[config.mk]
export PLATFORM = sky130hd
export DESIGN_NAME = pep_mmacc_gram_feed_garb_flat
export DESIGN_NICKNAME = d
export VERILOG_FILES = /design/src/rtl/pep_mmacc_common_param_pkg.sv /design/src/rtl/pep_mmacc_gram_feed_garb_if.sv /design/src/rtl/pep_mmacc_gram_feed_garb_slot.sv /design/src/rtl/pep_mmacc_gram_feed_garb.sv /design/src/flat_wrapper.sv
export SDC_FILE = /design/constraint.sdc
export NUM_CORES = 1
export LEC_CHECK = 0
export BUFFER_PORTS_ARGS = -buffer_cell sky130_fd_sc_hd__buf_2
export CAP_MARGIN = 25
export CORE_MARGIN = 4
export CORE_UTILIZATION = 29
export DETAILED_ROUTE_END_ITERATION = 7
export GPL_TIMING_DRIVEN = 0
export SYNTH_ARGS = -nofsm -noshare
export SYNTH_HDL_FRONTEND = slang
export SYNTH_HIERARCHICAL = 1
export SYNTH_SLANG_ARGS = --single-unit
export TNS_END_PERCENT = 100
[constraint.sdc]
create_clock -name clk -period 4.5 [get_ports clk]
set_input_delay 0 -clock clk [delete_from_list [all_inputs] [get_ports clk]]
set_output_delay 0 -clock clk [all_outputs]
set_load 0.005 [all_outputs]
[src/rtl/pep_mmacc_common_param_pkg.sv]
`default_nettype none
// ----------------------------------------------------------------------------
// pep_mmacc_common_param_pkg : GRAM arbitration parameters and request format
// Rev 1.0
// ----------------------------------------------------------------------------
package pep_mmacc_common_param_pkg;

  localparam int unsigned GRAM_NB    = 4;
  localparam int unsigned GRAM_ID_W  = 3;
  localparam int unsigned GARB_LEN_W = 4;
  localparam int unsigned GARB_CMD_W = GRAM_ID_W + GARB_LEN_W;

  // len is cycles-minus-one: len=0 requests a single read slot
  typedef struct packed {
    logic [GRAM_ID_W-1:0]  gram_id;
    logic [GARB_LEN_W-1:0] len;
  } garb_cmd_t;

  function automatic logic gram_id_legal(input logic [GRAM_ID_W-1:0] id);
    return id < GRAM_ID_W'(GRAM_NB);
  endfunction

endpackage
`default_nettype wire

[src/rtl/pep_mmacc_gram_feed_garb_if.sv]
`default_nettype none
// ----------------------------------------------------------------------------
// pep_mmacc_gram_feed_garb_if : feed read-access request handshake
// Rev 1.0
// ----------------------------------------------------------------------------
interface pep_mmacc_gram_feed_garb_if;

  pep_mmacc_common_param_pkg::garb_cmd_t feed_garb_req;
  logic                                  feed_garb_req_vld;
  logic                                  feed_garb_req_rdy;

  modport master (
    output feed_garb_req,
    output feed_garb_req_vld,
    input  feed_garb_req_rdy
  );

  modport slave (
    input  feed_garb_req,
    input  feed_garb_req_vld,
    output feed_garb_req_rdy
  );

endinterface
`default_nettype wire

[src/rtl/pep_mmacc_gram_feed_garb_slot.sv]
`default_nettype none
// ----------------------------------------------------------------------------
// pep_mmacc_gram_feed_garb_slot : per-GRAM read-slot counter and grant logic
// Rev 1.0
// ----------------------------------------------------------------------------
module pep_mmacc_gram_feed_garb_slot
  import pep_mmacc_common_param_pkg::*;
(
  input  wire logic                  clk,
  input  wire logic                  a_rst_n,
  input  wire logic                  req,
  input  wire logic [GARB_LEN_W-1:0] len,
  input  wire logic                  busy,
  output logic                       grant,
  output logic                       rot_avail
);

  localparam logic [GARB_LEN_W:0] CNT_ONE = (GARB_LEN_W+1)'(1);

  logic [GARB_LEN_W:0] cnt;
  logic [GARB_LEN_W:0] cnt_nxt;

  // Granting on the last slot (cnt==1) chains windows without a bubble
  assign grant = req && (cnt <= CNT_ONE) && !busy;

  always_comb begin
    cnt_nxt = cnt;
    if (grant) begin
      cnt_nxt = {1'b0, len} + CNT_ONE;
    end else if (cnt != '0) begin
      cnt_nxt = cnt - CNT_ONE;
    end
  end

  always_ff @(posedge clk or negedge a_rst_n) begin
    if (!a_rst_n) begin
      cnt       <= '0;
      rot_avail <= 1'b0;
    end else begin
      cnt       <= cnt_nxt;
      rot_avail <= (cnt_nxt != '0);
    end
  end

endmodule
`default_nettype wire

[src/rtl/pep_mmacc_gram_feed_garb.sv]
`default_nettype none
// ----------------------------------------------------------------------------
// pep_mmacc_gram_feed_garb : feed-port GRAM read-slot arbiter with data strobe
// Rev 1.0
// ----------------------------------------------------------------------------
module pep_mmacc_gram_feed_garb
  import pep_mmacc_common_param_pkg::*;
#(
  parameter int DATA_LATENCY = 5
) (
  input  wire logic                clk,
  input  wire logic                a_rst_n,
  pep_mmacc_gram_feed_garb_if.slave feed,
  input  wire logic [GRAM_NB-1:0]  other_gram_busy,
  output logic [GRAM_NB-1:0]       garb_feed_rot_avail_1h,
  output logic [GRAM_NB-1:0]       garb_feed_dat_avail_1h,
  output logic                     garb_error
);

  logic         init_done;
  logic         pend_vld;
  garb_cmd_t    pend;
  logic         accept;
  logic [GRAM_NB-1:0] grant;

  // init_done keeps rdy low while in reset and until the first edge after it
  assign feed.feed_garb_req_rdy = init_done && !pend_vld;
  assign accept = feed.feed_garb_req_vld && feed.feed_garb_req_rdy;

  always_ff @(posedge clk or negedge a_rst_n) begin
    if (!a_rst_n) begin
      init_done  <= 1'b0;
      pend_vld   <= 1'b0;
      pend       <= '0;
      garb_error <= 1'b0;
    end else begin
      init_done  <= 1'b1;
      garb_error <= accept && !gram_id_legal(feed.feed_garb_req.gram_id);
      if (accept) begin
        pend_vld <= 1'b1;
        pend     <= feed.feed_garb_req;
      end else if (pend_vld && ((grant != '0) || !gram_id_legal(pend.gram_id))) begin
        pend_vld <= 1'b0;
      end
    end
  end

  generate
    for (genvar g = 0; g < int'(GRAM_NB); g++) begin : g_slot
      pep_mmacc_gram_feed_garb_slot u_slot (
        .clk       (clk),
        .a_rst_n   (a_rst_n),
        .req       (pend_vld && (pend.gram_id == GRAM_ID_W'(g))),
        .len       (pend.len),
        .busy      (other_gram_busy[g]),
        .grant     (grant[g]),
        .rot_avail (garb_feed_rot_avail_1h[g])
      );
    end
  endgenerate

  logic [GRAM_NB-1:0] dat_pipe [DATA_LATENCY];

  always_ff @(posedge clk or negedge a_rst_n) begin
    if (!a_rst_n) begin
      for (int i = 0; i < DATA_LATENCY; i++) dat_pipe[i] <= '0;
    end else begin
      dat_pipe[0] <= garb_feed_rot_avail_1h;
      for (int i = 1; i < DATA_LATENCY; i++) dat_pipe[i] <= dat_pipe[i-1];
    end
  end

  assign garb_feed_dat_avail_1h = dat_pipe[DATA_LATENCY-1];

endmodule
`default_nettype wire

[src/flat_wrapper.sv]
// flat-port wrapper written by rule: the top's interface ports become plain ports
module pep_mmacc_gram_feed_garb_flat import pep_mmacc_common_param_pkg::*;
#(
  parameter int DATA_LATENCY = 5
)
  (clk, a_rst_n, other_gram_busy, garb_feed_rot_avail_1h, garb_feed_dat_avail_1h, garb_error, feed_feed_garb_req, feed_feed_garb_req_vld, feed_feed_garb_req_rdy);
  pep_mmacc_gram_feed_garb_if feed_i ();
  input  wire logic clk;
  input  wire logic a_rst_n;
  input  wire logic [GRAM_NB-1:0] other_gram_busy;
  output logic [GRAM_NB-1:0] garb_feed_rot_avail_1h;
  output logic [GRAM_NB-1:0] garb_feed_dat_avail_1h;
  output logic garb_error;
  input wire logic [$bits(feed_i.feed_garb_req)-1:0] feed_feed_garb_req;
  input wire logic [$bits(feed_i.feed_garb_req_vld)-1:0] feed_feed_garb_req_vld;
  output wire logic [$bits(feed_i.feed_garb_req_rdy)-1:0] feed_feed_garb_req_rdy;
  assign feed_i.feed_garb_req = feed_feed_garb_req;
  assign feed_i.feed_garb_req_vld = feed_feed_garb_req_vld;
  assign feed_feed_garb_req_rdy = feed_i.feed_garb_req_rdy;
  pep_mmacc_gram_feed_garb #(.DATA_LATENCY(DATA_LATENCY)) u_core (.clk(clk), .a_rst_n(a_rst_n), .feed(feed_i), .other_gram_busy(other_gram_busy), .garb_feed_rot_avail_1h(garb_feed_rot_avail_1h), .garb_feed_dat_avail_1h(garb_feed_dat_avail_1h), .garb_error(garb_error));
endmodule
==> flow_summary.ini, run 1 <==
[sta]
final.setup_skew_ns = 0.00391
timing.fmax_mhz = 478
timing.max_slew.rel_slack = 0.571
worst_hold_slack_after_final_layout_ns = 0.0974
final_max_slew_viol_count = 0
tns_ns = 0
worstMarginPinSlew_ns = 0.643
setup_violations = 0
timing.final.hold_violations = 0
fin_crit_sh = 0.465
period_needed_ns = 2.09
grt_setup_unrepaired = no

[clock_network]
cts_root_buffer = sky130_fd_sc_hd__clkbuf_8
tritoncts_num_sinks = 54
tritoncts = yes
postCtsResizedCells = 0
clk_path_buf_depth = 2
cts-htree-levels = 2
insertion_delay_ns = 0.30
quantity_of_hold_fixing_buffers_added_after_cts = 9
cts.reportedPaths.clkPinSlew_ns = 0.09
post_cts_buffers = 0
number_of_buffers_inserted_during_clock_tree_synthesis = 5

[setup_path]
critPathArrivalTime_ns = 2.28
cp_slowest_cell = sky130_fd_sc_hd__dfrtp_1
path_cells = nand2b_1 -> nor3b_1 -> nor2b_1 -> nand3_2 -> mux2_4 -> or3_1
end_kind = flop
critical_path_class = flop to flop
critPathLaunchType = flop
crit_fanout = 6
critical_path.max_stage_delay_ns = 0.39
worst_ep_required_time_ns = 4.69

[detailed_routing]
post-route-drc-count = 0
dr_total_vias = 1787
detail_route.wl_per_cell_um = 12.3
routed_wirelength_um = 4730
postRouteAntennaNets = 0
initialDrtViolationCount = 35
firstDrtPassIters = 4
via_cell_ratio = 4.64

[floorplan]
fp.dieArea_um2 = 10900
floorplan.rows = 34
floorplan.die.width_um = 104
design.portCount = 24
fp.dieH_um = 104
start_util = 0.303
core_area_um2 = 8850

[finish]
mostFrequentLayoutCells = sky130_fd_sc_hd__dfrtp_1 (54), sky130_fd_sc_hd__buf_2 (23)
drive_above_1_share = 0.264
antenna_cells_inserted = 0
fin_nets = 302
area_growth_from_synthesis_to_final_layout_pct = 18.7
layout.cells.most_common = sky130_fd_sc_hd__dfrtp_1

[logic_synthesis]
synthesis.area_um2 = 2680
synth.distinct_cells = 35
yosysWarningCount = 6
synthCells = 236
synth_seq_cells = 54
postSynthNetCount = 262
syn_area_per_cell_um2 = 11.4
synth_seq_area_share = 0.503

[power_and_ir_drop]
p_clk_frac = 0.190
total_power_mw = 2.07
vdd.ir_drop.worst_mv = 0.165
netSwitchingPower_mw = 0.723
swShare = 0.350
p_comb_frac = 0.405
pwr-share-seq = 0.404
leakage_nw = 1.40
power_per_cell_area_nw_per_um2 = 649
internal-power_mw = 1.34

[place]
detailedPlacementHpwl_um = 3410
globalplace.congestion = 0.787
placement.io_buffers = 23

[grt]
all_layer_global_routing_usage = 0.0934
grt_first_pass_wirelength_um = 8480
grt_max_degree = 39
grt_antenna_before_repair = 0
globalRoute.totalOverflow = 0
grt_pass1_vias = 1840

[worst_hold_path]
hp-class = input port to flop

[status]
status = completed

[run]
number_of_max_capacitance_violations_reported = 0
## stage by stage
step                      setup slack [ns]   util  cell area (um2)  std cells
after global routing                  2.21  0.360             3190        385
after floorplan                       2.68      -             2680        236
final                                 2.41  0.360             3190        385
after global placement                2.33  0.332             2930        367
after CTS                             2.33  0.360             3190        385
after detailed placement              2.36  0.334             2950        368
## worst max-delay path, delay by kind of cell, from the launching register on
kind	cells	cell delay [ns]
flops	1	0.39
mux	1	0.34
simple gates	5	1.24
## metal layers
layer,routed length (um),global-route usage,vias to the layer above
li1,-,-,894
met1,2230,0.120,863
met2,2280,0.155,24
met3,160,0.0223,6
met4,61,0.0313,0
met5,0,0,-
## registers in the layout (all words and copies together) (netlist names)
name                            count
u_core/g_slot.u_slot/cnt           20
u_core/dat_pipe                    16
u_core/garb_feed_dat_avail_1h       4
u_core/g_slot.u_slot/rot_avail      4
u_core/garb_error                   1
u_core/pend                         7
u_core/pend_vld                     1
u_core/init_done                    1
## synthesized netlist by cell type (all sizes together)
| cell type | count | area (um2) |
|---|---|---|
| a211oi | 12 | 90.1 |
| a21oi | 8 | 40.0 |
| and2 | 4 | 35.0 |
| and2b | 4 | 30.0 |
| and3 | 1 | 6.26 |
| and4b | 1 | 10.0 |
| buf | 4 | 30.0 |
| conb | 1 | 3.75 |
| dfrtp | 54 | 1350 |
| ha | 12 | 150 |
| inv | 12 | 45.0 |
| mux2 | 11 | 139 |
| mux2i | 8 | 80.1 |
| nand2 | 12 | 45.0 |
| nand2b | 1 | 6.26 |
| nand3 | 16 | 100 |
| nand3b | 1 | 20.0 |
| nor2 | 4 | 15.0 |
| nor2b | 13 | 91.3 |
| nor3 | 9 | 65.1 |
| nor3b | 2 | 15.0 |
| o21ai | 13 | 68.8 |
| o21bai | 4 | 30.0 |
| or2 | 8 | 50.1 |
| or3 | 8 | 50.1 |
| or4 | 1 | 11.3 |
| xnor2 | 8 | 70.1 |
| xor2 | 4 | 35.0 |
## path summary, 6_finish.rpt
kind | from | endpoint | slack, ns | depth (start not counted)
setup / recovery | u_core/pend[6] | u_core/g_slot[2].u_slot/rot_avail | 2.41 | 6
hold reg to reg | u_core/dat_pipe[18] | u_core/dat_pipe[14] | 0.35 | 0
max in group asynchronous | a_rst_n | u_core/g_slot[3].u_slot/cnt[2] | 3.82 | 3
hold / removal | other_gram_busy[1] | u_core/g_slot[1].u_slot/cnt[4] | 0.1 | 4
min in group asynchronous | a_rst_n | u_core/garb_feed_dat_avail_1h[1] | 0.15 | 2
setup reg to reg | u_core/pend[6] | u_core/g_slot[2].u_slot/rot_avail | 2.41 | 6
## area by class of cell
class / instances / area (um2)
multi-input combinational: 166 / 1260
fill: 873 / 5660
inverter: 12 / 45.0
timing repair buffer: 33 / 225
tap: 108 / 135
buffer: 4 / 30.0
clock buffer: 6 / 82.6
clock inverter: 2 / 60.1
sequential: 54 / 1350
## power by group through the flow
| stage | sequential, mW | clock (mW) | combinational (mW) |
|---|---|---|---|
| 3_5_place_dp | 0.846 | 0 | 0.840 |
| 5_1_grt | 0.868 | 0.425 | 0.954 |
| 3_3_place_gp | 0.843 | 0 | 0.817 |
| 2_1_floorplan | 0.795 | 0 | 0.686 |
| 4_1_cts | 0.838 | 0.411 | 0.853 |
| 6_report | 0.836 | 0.393 | 0.839 |
## cells by family (layout without fill, tap and decap cells)
| family | after synthesis | after routing | synth area share |
|---|---|---|---|
| multiplexers | 19 | 19 | 0.0816 |
| AO/OA/AOI/OAI | 37 | 37 | 0.0853 |
| adder cells (fa/ha/maj) | 12 | 12 | 0.0559 |
| other | 1 | 1 | 0.00140 |
| AND/OR/NAND/NOR | 85 | 85 | 0.205 |
| XOR/XNOR | 12 | 12 | 0.0392 |
| flip-flops | 54 | 54 | 0.503 |
| buffers and inverters | 16 | 57 | 0.0280 |
Power figures use the tool's default switching activity.
==> inputs of run 2 (changes only) <==
Clock period 4.5 ns to 2 ns, I/O delays scaled along.
==> flow_summary.ini, run 2 (synthesized netlist as in run 1, its figures left out) <==
[setup_path]
worst_path_most_repeated_cell = sky130_fd_sc_hd__inv_1
endpoint = u_core/g_slot[0].u_slot/rot_avail
r2r_start = u_core/g_slot[0].u_slot/cnt[1]
path_depth = 9
register_to_register_setup_slack_ns = 0.11
path_cells = inv_1 -> ha_1 -> o21bai_1 -> nand3_4 -> buf_4 -> inv_1 -> a211oi_2 -> o21ai_1 -> or3_1
critPathTopFamily = compound AO/OA/AOI/OAI gates
worst_ep_required_time_ns = 2.19
worst_flop_to_flop_path_endpoint = u_core/g_slot[0].u_slot/rot_avail
cp.buffers_inverters = 3
critPathLaunchType = flop
critical_path_class = flop to flop
critical_path.max_stage_delay_ns = 0.37
ff2ff_path_depth = 9
critical_path.startpoint = u_core/g_slot[0].u_slot/cnt[1]
end_kind = flop
cp_slowest_cell = sky130_fd_sc_hd__dfrtp_1
crit_fanout = 4
critPathArrivalTime_ns = 2.08

[detailed_routing]
firstDrtPassIters = 4
initialDrtViolationCount = 35
via_cell_ratio = 4.71
detail_route.wl_per_cell_um = 12.5
post-route-drc-count = 0
routed_wirelength_um = 4880
postRouteAntennaNets = 0
dr_total_vias = 1846

[place]
globalplace.congestion = 0.787
detailedPlacementHpwl_um = 3410
post_dp_cell_area_um2 = 2950
placement.io_buffers = 23

[finish]
layout.cells.most_common = sky130_fd_sc_hd__dfrtp_1
area_growth_from_synthesis_to_final_layout_pct = 23.8
utilization = 0.376
mostFrequentLayoutCells = sky130_fd_sc_hd__dfrtp_1 (52), sky130_fd_sc_hd__buf_2 (23), sky130_fd_sc_hd__inv_1 (12), sky130_fd_sc_hd__nand3_1 (12), sky130_fd_sc_hd__nand2_1 (12)
drive_above_1_share = 0.335
finalInstanceArea_um2 = 3320
biggestRegsByFlops = u_core/g_slot.u_slot/cnt (20), u_core/dat_pipe (16), u_core/pend (7)
antenna_cells_inserted = 0
ff_latch_area_um2 = 1350
regMostFlops = u_core/g_slot.u_slot/cnt
multi_input_area_um2 = 1340
fin_nets = 309
largest_register_ffs = 20
num-fill-cells = 868

[sta]
timing.fmax_mhz = 528
final_max_slew_viol_count = 0
tns_ns = 0
fin_crit_sh = 0.946
timing.final.hold_violations = 0
grt_setup_unrepaired = yes
timing.max_slew.rel_slack = 0.556
worst_hold_slack_after_final_layout_ns = 0.0586
final.setup_skew_ns = 0.00330
period_needed_ns = 1.89
setup_violations = 0
worstMarginPinSlew_ns = 0.667

[clock_network]
cts-htree-levels = 2
number_of_buffers_inserted_during_clock_tree_synthesis = 5
tritoncts_num_sinks = 54
insertion_delay_ns = 0.30
clk_path_buf_depth = 2
cts.reportedPaths.clkPinSlew_ns = 0.09
tritoncts = yes
cts_root_buffer = sky130_fd_sc_hd__clkbuf_8

[grt]
grt_max_degree = 39
grt_first_pass_wirelength_um = 8610
all_layer_global_routing_usage = 0.0951
grt_pass1_vias = 1879
grt_antenna_before_repair = 0
globalRoute.totalOverflow = 0

[run]
number_of_max_capacitance_violations_reported = 0

[power_and_ir_drop]
leakage_nw = 1.45
total_power_mw = 4.83
power_per_cell_area_nw_per_um2 = 1450
vdd.ir_drop.worst_mv = 0.387

[status]
status = completed

[worst_hold_path]
hp-class = input port to flop

[floorplan]
fp.dieArea_um2 = 10900
start_util = 0.303
fp.dieH_um = 104
core_area_um2 = 8850
design.portCount = 24
floorplan.rows = 34
floorplan.die.width_um = 104
==> run 2: cell count changes in the layout (fill, tap and decap cells not counted), sizes merged <==
| cell | before | now |
|---|---|---|
| buf | 28 | 35 |
==> run 2: worst register-to-register path, stage by stage, from the launching register on <==
cell and delay, ns:
sky130_fd_sc_hd__dfrtp_1 0.37, sky130_fd_sc_hd__inv_1 0.08, sky130_fd_sc_hd__ha_1 0.18, sky130_fd_sc_hd__o21bai_1 0.18
sky130_fd_sc_hd__nand3_4 0.13, sky130_fd_sc_hd__buf_4 0.14, sky130_fd_sc_hd__inv_1 0.08, sky130_fd_sc_hd__a211oi_2 0.20
sky130_fd_sc_hd__o21ai_1 0.11, sky130_fd_sc_hd__or3_1 0.31
==> run 2: metal layers <==
layer	wire [um]	vias to the layer above	global-route usage
li1	-	912	-
met5	0	-	0
met2	2350	26	0.157
met3	157	9	0.0223
met4	82	0	0.0361
met1	2290	899	0.121
==> run 2: where the power goes <==
group          total [mW]  switching, mW  internal, mW
clock               0.885          0.352         0.534
sequential           1.91          0.456          1.45
combinational        2.04          0.908          1.13
==> run 2: area by class of cell <==
class / count / share of cell area
Inverter: 12 / 0.0136
Buffer: 4 / 0.00904
Timing Repair Buffer: 40 / 0.0836
Tap cell: 108 / 0.0407
Clock buffer: 6 / 0.0248
Multi-Input combinational cell: 166 / 0.403
Sequential cell: 54 / 0.407
Clock inverter: 2 / 0.0181
==> run 2: what timing repair did <==
| item | in CTS | in global routing |
|---|---|---|
| endpoints found under the setup margin | 3 | 4 |
| hold buffers | 9 | 0 |
| endpoints found under the hold margin | 62 | 0 |
| pin swaps | 5 | 0 |
| resized for setup | 10 | 10 |
| setup buffers | 3 | 4 |
==> run 2: worst min-delay path by stage <==
stage | from | endpoint | slack, ns | depth (start not counted)
finish | other_gram_busy[2] | u_core/g_slot[2].u_slot/cnt[2] | 0.06 | 4
global route | other_gram_busy[2] | u_core/g_slot[2].u_slot/cnt[2] | 0.07 | 4
CTS | other_gram_busy[2] | u_core/g_slot[2].u_slot/cnt[2] | 0.05 | 4
detailed placement | a_rst_n | u_core/garb_feed_dat_avail_1h[1] | -0.04 | 1
global placement | feed_feed_garb_req[5] | u_core/pend[5] | 0.22 | 2
floorplan | a_rst_n | u_core/dat_pipe[10] | -0.30 | 0
==> run 2: per-stage QoR <==
stage          cells  setup slack, ns
2_1_floorplan    236            0.179
3_3_place_gp     367           -0.174
3_5_place_dp     368           -0.142
4_1_cts          388          0.00833
5_1_grt          392         -0.00488
6_report         392            0.108
==> inputs of run 3 (changes only) <==
Clock period 2 ns to 1.8 ns, I/O delays scaled along.
==> flow_summary.ini, run 3 (synthesized netlist as in run 1, its figures left out) <==
[status]
status = finished with violations
failed_checks = setup timing

[detailed_routing]
routed_wirelength_um = 5640
via_cell_ratio = 4.64
detail_route.wl_per_cell_um = 13.6
initialDrtViolationCount = 44
post-route-drc-count = 0
dr_total_vias = 1922
firstDrtPassIters = 4
postRouteAntennaNets = 0

[setup_path]
path_cells = inv_1 -> ha_2 -> nor2b_4 -> and2_4 -> mux2i_1 -> mux2_4 -> or3_4
critical_path_class = flop to flop
worst_ep_required_time_ns = 1.99
cp.buffers_inverters = 1
critPathLaunchType = flop
critPathArrivalTime_ns = 2.06
critical_path.max_stage_delay_ns = 0.40
critPathTopFamily = simple AND/OR/NAND/NOR gates
end_kind = flop
crit_fanout = 4
cp_slowest_cell = sky130_fd_sc_hd__dfrtp_1

[place]
globalplace.congestion = 0.804
placement.setup.worst_slack_ns = -0.345
detailedPlacementHpwl_um = 3570
placement.io_buffers = 23

[clock_network]
number_of_buffers_inserted_during_clock_tree_synthesis = 5
cts-htree-levels = 2
tritoncts = yes
insertion_delay_ns = 0.30
cts_root_buffer = sky130_fd_sc_hd__clkbuf_8
clk_path_buf_depth = 2
cts.reportedPaths.clkPinSlew_ns = 0.10
tritoncts_num_sinks = 54

[finish]
layout.cells.most_common = sky130_fd_sc_hd__dfrtp_1
largest_register_ffs = 20
area_growth_from_synthesis_to_final_layout_pct = 34.9
utilization = 0.409
antenna_cells_inserted = 0
fin_nets = 331
num-fill-cells = 830
biggestRegsByFlops = u_core/g_slot.u_slot/cnt (20), u_core/dat_pipe (16), u_core/pend (7)
mostFrequentLayoutCells = sky130_fd_sc_hd__dfrtp_1 (49), sky130_fd_sc_hd__buf_4 (27), sky130_fd_sc_hd__buf_2 (24), sky130_fd_sc_hd__nand3_1 (12), sky130_fd_sc_hd__nand2_1 (12)
drive_above_1_share = 0.454
regMostFlops = u_core/g_slot.u_slot/cnt

[floorplan]
floorplan.die.width_um = 104
fp.dieH_um = 104
design.portCount = 24
start_util = 0.303
fp.dieArea_um2 = 10900
core_area_um2 = 8850
floorplan.rows = 34

[grt]
grt_first_pass_wirelength_um = 9670
globalRoute.totalOverflow = 0
grt_max_degree = 35
all_layer_global_routing_usage = 0.109
grt_pass1_vias = 1952
grt_antenna_before_repair = 0

[run]
number_of_max_capacitance_violations_reported = 0

[sta]
timing.max_slew.rel_slack = 0.637
period_needed_ns = 1.87
setup_violations = 4
worstMarginPinSlew_ns = 0.544
final_max_slew_viol_count = 0
timing.final.hold_violations = 0
grt_setup_unrepaired = yes
timing.fmax_mhz = 535
final.setup_skew_ns = 0.00678
fin_crit_sh = 1.04
worst_slack_ns = -0.0706

[worst_hold_path]
hp-class = input port to flop

[power_and_ir_drop]
vdd.ir_drop.worst_mv = 0.543
power_per_cell_area_nw_per_um2 = 1650
leakage_nw = 1.55
==> run 3: changes by cell type in the layout (fill, tap and decap cells not counted), sizes merged <==
cell,previous run,this run
clkdlybuf4s18,0,1
inv,12,13
bufinv,2,1
buf,35,56
==> run 3: per-stage QoR <==
stage	hold WS [ns]	instance area (um2)	TNS, ns	std cells	power (mW)
floorplan	-0.296	2690	0	236	3.70
CTS	0.0461	3540	-0.188	408	5.82
detailed placement	-0.000826	2960	-1.04	368	4.24
finish	0.0694	3620	-0.212	414	5.98
global placement	0.215	2940	-0.945	367	4.16
global route	0.0714	3620	-0.606	414	6.45
==> run 3: final timing paths <==
check / endpoint / cells past startpoint / slack (ns) / startpoint
worst max-delay path: u_core/g_slot[3].u_slot/rot_avail / 7 / -0.07 / u_core/g_slot[3].u_slot/cnt[0]
worst min register to register: u_core/garb_feed_dat_avail_1h[3] / 0 / 0.36 / u_core/dat_pipe[7]
worst max register to register: u_core/g_slot[3].u_slot/rot_avail / 7 / -0.07 / u_core/g_slot[3].u_slot/cnt[0]
max in group asynchronous: u_core/g_slot[0].u_slot/rot_avail / 3 / 1.04 / a_rst_n
worst min-delay path: u_core/g_slot[1].u_slot/cnt[4] / 4 / 0.07 / other_gram_busy[1]
min in group asynchronous: u_core/garb_feed_dat_avail_1h[2] / 2 / 0.20 / a_rst_n
==> run 3: area by class of cell <==
cell class                 count  area, um2  share of cell area
multi-input combinational    166       1470               0.407
sequential                    54       1360               0.375
timing repair buffer          62        458               0.127
tap                          108        135              0.0373
clock buffer                   6       82.6              0.0228
inverter                      12       45.0              0.0124
clock inverter                 2       38.8              0.0107
buffer                         4       30.0             0.00830
==> run 3: power breakdown <==
| group | total, mW | switching (mW) | internal [mW] |
|---|---|---|---|
| Sequential | 2.12 | 0.502 | 1.62 |
| Combinational | 3.00 | 1.28 | 1.72 |
| Clock | 0.860 | 0.402 | 0.458 |
| Total | 5.98 | 2.18 | 3.80 |
==> run 3: worst register-to-register path, stage by stage, from the launching register on <==
cell and delay [ns]:
sky130_fd_sc_hd__dfrtp_1 0.40, sky130_fd_sc_hd__inv_1 0.10, sky130_fd_sc_hd__ha_2 0.21, sky130_fd_sc_hd__nor2b_4 0.17, sky130_fd_sc_hd__and2_4 0.16, sky130_fd_sc_hd__mux2i_1 0.08, sky130_fd_sc_hd__mux2_4 0.27, sky130_fd_sc_hd__or3_4 0.38
==> run 3: per-layer routing <==
| metal | track usage | routed length [um] | vias up |
|---|---|---|---|
| li1 | - | - | 954 |
| met1 | 0.148 | 2680 | 940 |
| met2 | 0.175 | 2720 | 23 |
| met3 | 0.0261 | 194 | 5 |
| met4 | 0.0256 | 45 | 0 |
| met5 | 0 | 0 | - |
==> run 3: repair_timing <==
| item | 4_1_cts | 5_1_grt |
|---|---|---|
| resized for setup | 51 | 6 |
| setup endpoints to repair | 5 | 6 |
| hold endpoints to repair | 28 | 0 |
| setup buffers | 23 | 6 |
| hold buffers | 9 | 0 |
| pin swaps | 18 | 12 |
